$ cat config.mk
export PLATFORM = sky130hd
export DESIGN_NAME = sha256_msg_sched
export DESIGN_NICKNAME = d
export VERILOG_FILES = /design/src/rtl/sha256_pkg.sv /design/src/rtl/sha256_wnext.sv /design/src/rtl/sha256_msg_sched.sv
export SDC_FILE = /design/constraint.sdc
export NUM_CORES = 2
export LEC_CHECK = 0
export BUFFER_PORTS_ARGS = -buffer_cell sky130_fd_sc_hd__clkbuf_2
export CAP_MARGIN = 40
export CORE_MARGIN = 5
export CORE_UTILIZATION = 45
export CTS_CLUSTER_SIZE = 25
export DETAILED_ROUTE_END_ITERATION = 6
export PLACE_DENSITY = 0.68
export SYNTH_ARGS = -nofsm -noshare
export SYNTH_HDL_FRONTEND = slang
export SYNTH_SLANG_ARGS = --single-unit
$ cat constraint.sdc
create_clock -name clk -period 6.3 [get_ports clk]
set_clock_uncertainty 0.05 [all_clocks]
set_input_delay 1.26 -clock clk [delete_from_list [all_inputs] [get_ports clk]]
set_output_delay 1.26 -clock clk [all_outputs]
set_load 0.005 [all_outputs]
$ cat src/rtl/sha256_pkg.sv
// Shared SHA-256 message-schedule definitions: word type, round count,
// FSM state encoding and the small sigma functions of the schedule recurrence.
package sha256_pkg;

    typedef logic [31:0] word_t;

    // Schedule words emitted per 512-bit block.
    localparam int NROUNDS = 64;

    // Depth of the sliding window over W[t..t+15].
    localparam int NWORDS = 16;

    typedef enum logic [1:0] {
        ST_IDLE = 2'd0,
        ST_RUN  = 2'd1,
        ST_DONE = 2'd2
    } sched_state_e;

    // sigma0(x) = ROTR7(x) ^ ROTR18(x) ^ SHR3(x)
    function automatic word_t sigma0(input word_t x);
        return {x[6:0], x[31:7]} ^ {x[17:0], x[31:18]} ^ {3'b000, x[31:3]};
    endfunction

    // sigma1(x) = ROTR17(x) ^ ROTR19(x) ^ SHR10(x)
    function automatic word_t sigma1(input word_t x);
        return {x[16:0], x[31:17]} ^ {x[18:0], x[31:19]} ^ {10'b0, x[31:10]};
    endfunction

endpackage

$ cat src/rtl/sha256_wnext.sv
// Next schedule word from the sliding window:
//   W[t+16] = sigma1(W[t+14]) + W[t+9] + sigma0(W[t+1]) + W[t]   (mod 2^32)
// Purely combinational; the caller registers the result.
module sha256_wnext
    import sha256_pkg::*;
(
    input  word_t w0,
    input  word_t w1,
    input  word_t w9,
    input  word_t w14,
    output word_t wnew
);

    // Four-operand modular sum; carries out of bit 31 are discarded.
    assign wnew = sigma1(w14) + w9 + sigma0(w1) + w0;

endmodule

$ cat src/rtl/sha256_msg_sched.sv
// SHA-256 message schedule generator.
// Loads a 512-bit block into a 16-word window on start, then streams the
// 64 schedule words W[0..63] with a round index for the round-constant mux.
// Optional feature: define SHA256_SCHED_BACKPRESSURE_EN to add the wt_ready
// input; otherwise every valid beat is consumed and RUN lasts 64 cycles.
module sha256_msg_sched #(
    parameter int NROUNDS = sha256_pkg::NROUNDS
) (
    input  logic         clk,
    input  logic         reset_n,
    input  logic         start,
    input  logic [511:0] block,
    output logic         ready,
    output logic         wt_valid,
`ifdef SHA256_SCHED_BACKPRESSURE_EN
    input  logic         wt_ready,
`endif
    output logic [31:0]  wt,
    output logic [5:0]   count,
    output logic         last,
    output logic         done
);
    import sha256_pkg::*;

    localparam logic [5:0] LAST_IDX = 6'(NROUNDS - 1);

    sched_state_e state_q, state_d;
    logic [5:0]   count_q, count_d;
    logic         ready_q, ready_d;
    logic         valid_q, valid_d;
    logic         done_q,  done_d;
    word_t        sr_q     [NWORDS];
    word_t        sr_d     [NWORDS];
    word_t        blk_words[NWORDS];
    word_t        sr_shift [NWORDS];
    word_t        wnew;
    logic         accept;

    // Split the block so that slot 0 holds M0 (the most significant word).
    genvar gi;
    generate
        for (gi = 0; gi < NWORDS; gi++) begin : g_unpack
            assign blk_words[gi] = block[511 - 32*gi -: 32];
        end
    endgenerate

    // Window advanced by one word: every slot moves down, slot 15 takes W[t+16].
    generate
        for (gi = 0; gi < NWORDS - 1; gi++) begin : g_shift
            assign sr_shift[gi] = sr_q[gi + 1];
        end
    endgenerate
    assign sr_shift[NWORDS-1] = wnew;

    sha256_wnext u_wnext (
        .w0   (sr_q[0]),
        .w1   (sr_q[1]),
        .w9   (sr_q[9]),
        .w14  (sr_q[14]),
        .wnew (wnew)
    );

`ifdef SHA256_SCHED_BACKPRESSURE_EN
    assign accept = valid_q & wt_ready;
`else
    assign accept = valid_q;
`endif

    // Next-state logic for the IDLE -> RUN -> DONE sequence and the window.
    always_comb begin
        state_d = state_q;
        count_d = count_q;
        ready_d = ready_q;
        valid_d = valid_q;
        done_d  = 1'b0;
        sr_d    = sr_q;
        unique case (state_q)
            ST_IDLE: begin
                if (start) begin
                    sr_d    = blk_words;
                    count_d = 6'd0;
                    state_d = ST_RUN;
                    ready_d = 1'b0;
                    valid_d = 1'b1;
                end
            end
            ST_RUN: begin
                if (accept) begin
                    sr_d    = sr_shift;
                    // Wraps 63 -> 0 on the final beat.
                    count_d = count_q + 6'd1;
                    if (count_q == LAST_IDX) begin
                        state_d = ST_DONE;
                        valid_d = 1'b0;
                        done_d  = 1'b1;
                    end
                end
            end
            ST_DONE: begin
                state_d = ST_IDLE;
                ready_d = 1'b1;
            end
            default: begin
                state_d = ST_IDLE;
                ready_d = 1'b1;
                valid_d = 1'b0;
            end
        endcase
    end

    // State, window and registered handshake flags; reset aborts any block.
    always_ff @(posedge clk or negedge reset_n) begin
        if (!reset_n) begin
            state_q <= ST_IDLE;
            count_q <= 6'd0;
            ready_q <= 1'b1;
            valid_q <= 1'b0;
            done_q  <= 1'b0;
            for (int i = 0; i < NWORDS; i++) begin
                sr_q[i] <= '0;
            end
        end else begin
            state_q <= state_d;
            count_q <= count_d;
            ready_q <= ready_d;
            valid_q <= valid_d;
            done_q  <= done_d;
            sr_q    <= sr_d;
        end
    end

    assign ready    = ready_q;
    assign wt_valid = valid_q;
    assign wt       = sr_q[0];
    assign count    = count_q;
    assign last     = valid_q & (count_q == LAST_IDX);
    assign done     = done_q;

endmodule

Word level (Yosys, flattened, before mapping)
Index checks and enable logic that the tools add are counted.
Widths: inputs -> output; s select.
- bits in registers: 523
- input bits: 515
- output and inout port bits: 42
- logic and storage cells: 63
- $add $sub $neg: 4
- eq/ne operators: 6
- muxes and demuxes: 19
- bitwise logic cells: 7
- reductions and logical operators: 6
- operator list (cell ; number):
    $mux 512 ; 2
    $pmux 512 s2 ; 1
    $add 32x32->32 ; 3
    $xor 32x32->32 ; 2
    $xor 32x22->32 ; 1
    $xor 32x29->32 ; 1
    $mux 6 ; 2
    $pmux 6 s2 ; 1
    $mux 1 ; 7
    $add 6x1->6 const B ; 1
    $eq 6x6->1 const B ; 1
    $mux 2 ; 3
    $ne 2x2->1 const B ; 3
    $reduce_and 3->1 ; 2
    $pmux 2 s2 ; 1
    $reduce_and 2->1 ; 2
    $pmux 1 s3 ; 1
    $eq 2x1->1 const B ; 1
    $eq 2x2->1 const B ; 1
    $logic_not 2->1 ; 1
    $not 1->1 ; 2
    $pmux 1 s2 ; 1
    $reduce_bool 2->1 ; 1
    $and 1x1->1 ; 1

Depth between registers and ports, before layout
- word-level depth: 7
- depth in mapped cells: 16
- gate-level depth less buffers: 14

Hierarchy
Synthesis repeated with hierarchy kept, for this count alone.
- cells, all modules: 2275
- area total of the unflattened synthesis: 34017.6 um^2
- by module, submodules not included (module ; times used ; cells an instance ; area each (um^2) ; seq. area each (um^2)):
    sha256_msg_sched ; 1 ; 1737 ; 29605.9 ; 13088.8
    sha256_wnext ; 1 ; 538 ; 4411.7 ; 0.0

Worst setup path after synthesis
Ideal clock, no wire load.
- kind: register to register
- start: register sr_q[452] (netlist bit)
- end: register sr_q[13] (netlist bit)
- setup time: 0.070 ns
- data arrival time: 3.685 ns
- data required time: 6.180 ns
- path slack: 2.495 ns
- cell stages (with the launch flop): 15
- path buffers: 1
- period minus slack after synthesis: 3.805 ns
- cells stage by stage: dfrtp_1 -> clkbuf_1 -> xnor2_1 -> xnor2_1 -> fa_1 -> fa_1 -> ha_1 -> fa_1 -> a21oi_1 -> nor2_1 -> or2_1 -> a21boi_1 -> o21ai_1 -> a2111o_1 -> nand3_1
- cells in the longest elaborated chain, start to end: 5
- ends and longest elaborated chain (what ; line ; RTL):
    start: declaration ; sha256_msg_sched.sv:32 ; word_t sr_q [NWORDS];
    start signal: assignment ; sha256_msg_sched.sv:128 ; sr_q <= sr_d;
    $xor 32x29->32 ; sha256_pkg.sv:21 ; return {x[6:0], x[31:7]} ^ {x[17:0], x[31:18]} ^ {3'b000, x[31:3]};
    $add 32x32->32 (2 in a row) ; sha256_wnext.sv:15 ; assign wnew = sigma1(w14) + w9 + sigma0(w1) + w0;
    $mux 512 ; sha256_msg_sched.sv:88 ; if (accept) begin
    $pmux 512 s2 ; sha256_msg_sched.sv:77 ; unique case (state_q)
Every way passes these cells. The select of a mux whose other input is x is not followed.
A chain may end at the register's enable or synchronous reset.

Worst setup path after layout
- start: register sr_q[474] (netlist bit)
- end: register sr_q[30] (netlist bit)
- cells in the longest elaborated chain, start to end: 6
- ends and longest elaborated chain (what ; line):
    $xor 32x32->32 ; sha256_pkg.sv:21
    $xor 32x29->32 (*) ; sha256_pkg.sv:21
    $add 32x32->32 (*) (2 in a row) ; sha256_wnext.sv:15
    $mux 512 (*) ; sha256_msg_sched.sv:88
    $pmux 512 s2 (*) ; sha256_msg_sched.sv:77
Every way passes the cells marked *; elsewhere a longest branch is shown, timed or not. The select of a mux whose other input is x is not followed.

==> results.py <==
metrics = {
    "yosys": {
        "synth_edf_count": 0,
        "avgSynthCellArea_sq_um": 8.20,
        "synth_top_cell_by_area": "dfrtp_1",
        "yosysSeqAreaShare_pct": 46.8,
        "yosys.area.top_type_share_pct": 46.7,
        "ys.flop_type": "dfrtp_1",
        "ys.warnings.count": 0,
        "async_flop_share_pct": 100,
        "syn_nets": 4022,
        "synthCells": 3413,
        "ys_top_cells_by_count": "996 x nand2_1, 522 x dfrtp_1, 509 x nor2_1",
        "ys_seq_elements": 523,
        "yosysMostFrequentCell": "nand2_1",
        "synth_area_sq_um": 28000,
        "synth_area_leaders": "dfrtp_1 47%, nand2_1 13%, a31oi_1 11%",
        "synth_cell_types": 61,
    },
    "die": {
        "fp.dieW_microns": 259,
        "fp.dieH_microns": 259,
        "pin_count": 557,
        "start_util_pct": 45.4,
        "row_count": 91,
        "core-area_sq_um": 61700,
        "dieArea_sq_um": 67300,
    },
    "drt": {
        "avgRoutedWirePerCell_microns": 22.6,
        "vias": 25341,
        "drt-initial-drc-count": 2813,
        "top_layer": "met4",
        "firstDrtPassIters": 6,
        "dr_wl_met3_microns": 7090,
        "routed_wl_microns": 104000,
        "wl_met2_microns": 49700,
        "drt-met1-wl_microns": 44400,
        "ant_nets": 0,
        "drc": 0,
        "drt-vias-per-instance": 5.49,
    },
    "timing": {
        "slew_headroom_pct": 29.6,
        "finalCritPeriodShare_pct": 68.4,
        "report.final.hold_viol_count": 0,
        "finalCriticalPeriod_ps": 4310,
        "setup_tns_ps": 0,
        "slew_violations": 0,
        "finalSetupViolations": 0,
        "rsz0062_at_grt": "false",
        "tightest_slew_ps": 1060,
        "fmaxAchievable_ghz": 0.232,
    },
    "setup_path": {
        "path_class": "flip-flop to flip-flop",
        "cp_data_arrival_time_ps": 4730,
        "start_kind": "flip-flop",
        "critPathCaptureType": "flip-flop",
        "crit_fanout": 7,
        "crit_required_ps": 6720,
    },
    "global_routing": {
        "grt_pass1_vias": 23849,
        "antenna_found_initial": 8,
        "grt_overflow": 0,
        "grt_pass1_wl_microns": 151000,
        "grt_use_total_pct": 29.8,
        "grt_max_degree": 222,
    },
    "clock_tree": {
        "cts_max_level": 2,
        "clockBufferDepth": 3,
        "post-cts-setup-buffers": 0,
        "cts-resized-gates": 0,
        "clk_pin_slew_ps": 60,
        "cts_hold_buf": 0,
        "cts_root_buf": "clkbuf_16",
        "clk_latency_ps": 630,
        "cts_tree": "yes",
        "cts-buffers-inserted": 57,
        "cts.sinks": 523,
    },
    "cells_and_area": {
        "drive_gt1_share_pct": 18.1,
        "nets": 4338,
        "area_growth_pct": 16.7,
        "seq_area_sq_um": 13100,
        "n_fill_cell": 5967,
        "multi_input_area_sq_um": 13000,
    },
    "worst_hold_path": {
        "hold_class": "flip-flop to flip-flop",
    },
    "outcome": {
        "outcome": "finished, final reports clean",
    },
    "place": {
        "io_buffers": 556,
        "gp_congestion": 0.951,
        "dpl.hpwl_microns": 78800,
    },
    "run": {
        "cap_violations": 0,
    },
}
-- path summary, 6_finish.rpt --
kind                       startpoint  slack (ps)         to  cells after the start
setup / recovery            sr_q[474]        1990   sr_q[30]                     14
hold / removal                  ready         450      ready                      2
setup reg to reg            sr_q[474]        1990   sr_q[30]                     14
hold reg to reg                 ready         450      ready                      2
max in group asynchronous     reset_n        4150  sr_q[112]                      2
min in group asynchronous     reset_n         580  sr_q[403]                      1
-- layout make-up --
| class | instances | share of cell area [%] |
|---|---|---|
| antenna | 8 | 0.0613 |
| multi-input combinational | 2438 | 39.9 |
| timing repair buffer | 579 | 9.58 |
| clock inverter | 19 | 0.586 |
| sequential | 523 | 40.1 |
| tap | 837 | 3.21 |
| clock buffer | 85 | 5.09 |
| inverter | 130 | 1.49 |
-- sequential cells by signal, summed over array words and instances (netlist names) --
name,count
state_q,2
sr_q,480
wt,32
ready,1
count,6
wt_valid,1
done,1
-- cell usage in the layout (no fill, tap or decap), types with 5 or more instances in the layout --
cell,netlist,routed
a22oi_1,24,24
clkbuf_16,0,57
diode_2,0,8
buf_4,32,10
clkinv_2,0,9
and3_1,5,5
a21oi_1,28,28
o21ai_0,25,25
nand3_1,16,16
buf_12,0,13
fa_1,62,62
ha_1,32,32
nand2_1,996,996
a41oi_1,5,5
inv_1,130,130
nor2_1,509,508
clkbuf_8,0,13
nor3_1,5,5
nand4_1,5,5
a21o_1,6,6
xnor2_1,118,118
clkbuf_2,0,555
o21ai_1,21,21
clkbuf_1,214,15
xor2_1,27,27
a31oi_1,487,487
dfrtp_1,522,522
-- per-stage QoR --
| stage | worst slack, ps | instance area [sq um] | utilization, % | hold slack [ps] | cells |
|---|---|---|---|---|---|
| after floorplan | 2500 | 28000 | - | 414 | 3413 |
| after global placement | 2030 | 30800 | 49.8 | 430 | 4506 |
| after detailed placement | 2090 | 30800 | 49.9 | 442 | 4507 |
| after CTS | 2080 | 32600 | 52.9 | 453 | 4611 |
| after global routing | 1780 | 32700 | 52.9 | 471 | 4618 |
| final | 1990 | 32700 | 52.9 | 447 | 4619 |
-- worst max-delay path, stage by stage (launching register included) --
cell       delay (ps)
dfrtp_1           470
xnor2_1           250
xnor2_1           130
fa_1              510
inv_1              50
fa_1              530
inv_1              70
ha_1              410
a21oi_2           250
o21ai_1           160
a2111oi_0         660
o221ai_1          190
a41oi_1           220
xnor2_1           150
o21ai_1            70
-- cells by family (layout without fill, tap and decap cells) --
kind of cell    count (synthesis)  count (layout)  share of synthesized area (%)
mux                             4               4                          0.143
xor+xnor                      145             145                           4.54
fa+ha+maj                      94              94                           5.86
compound gates                636             636                           14.6
other cells                     0               8                              0
flops                         523             523                           46.8
simple gates                 1559            1559                           21.3
buf+inv                       452             813                           6.79
-- layer usage --
metal / vias up / GRT usage [%]
li1: 11835 / -
met4: 0 / 9.29
met2: 971 / 47.0
met5: - / 0
met1: 12385 / 42.8
met3: 150 / 4.27
Power is not shown: default switching activity piles up to over one toggle a cycle in this logic, so the estimate is an artifact.
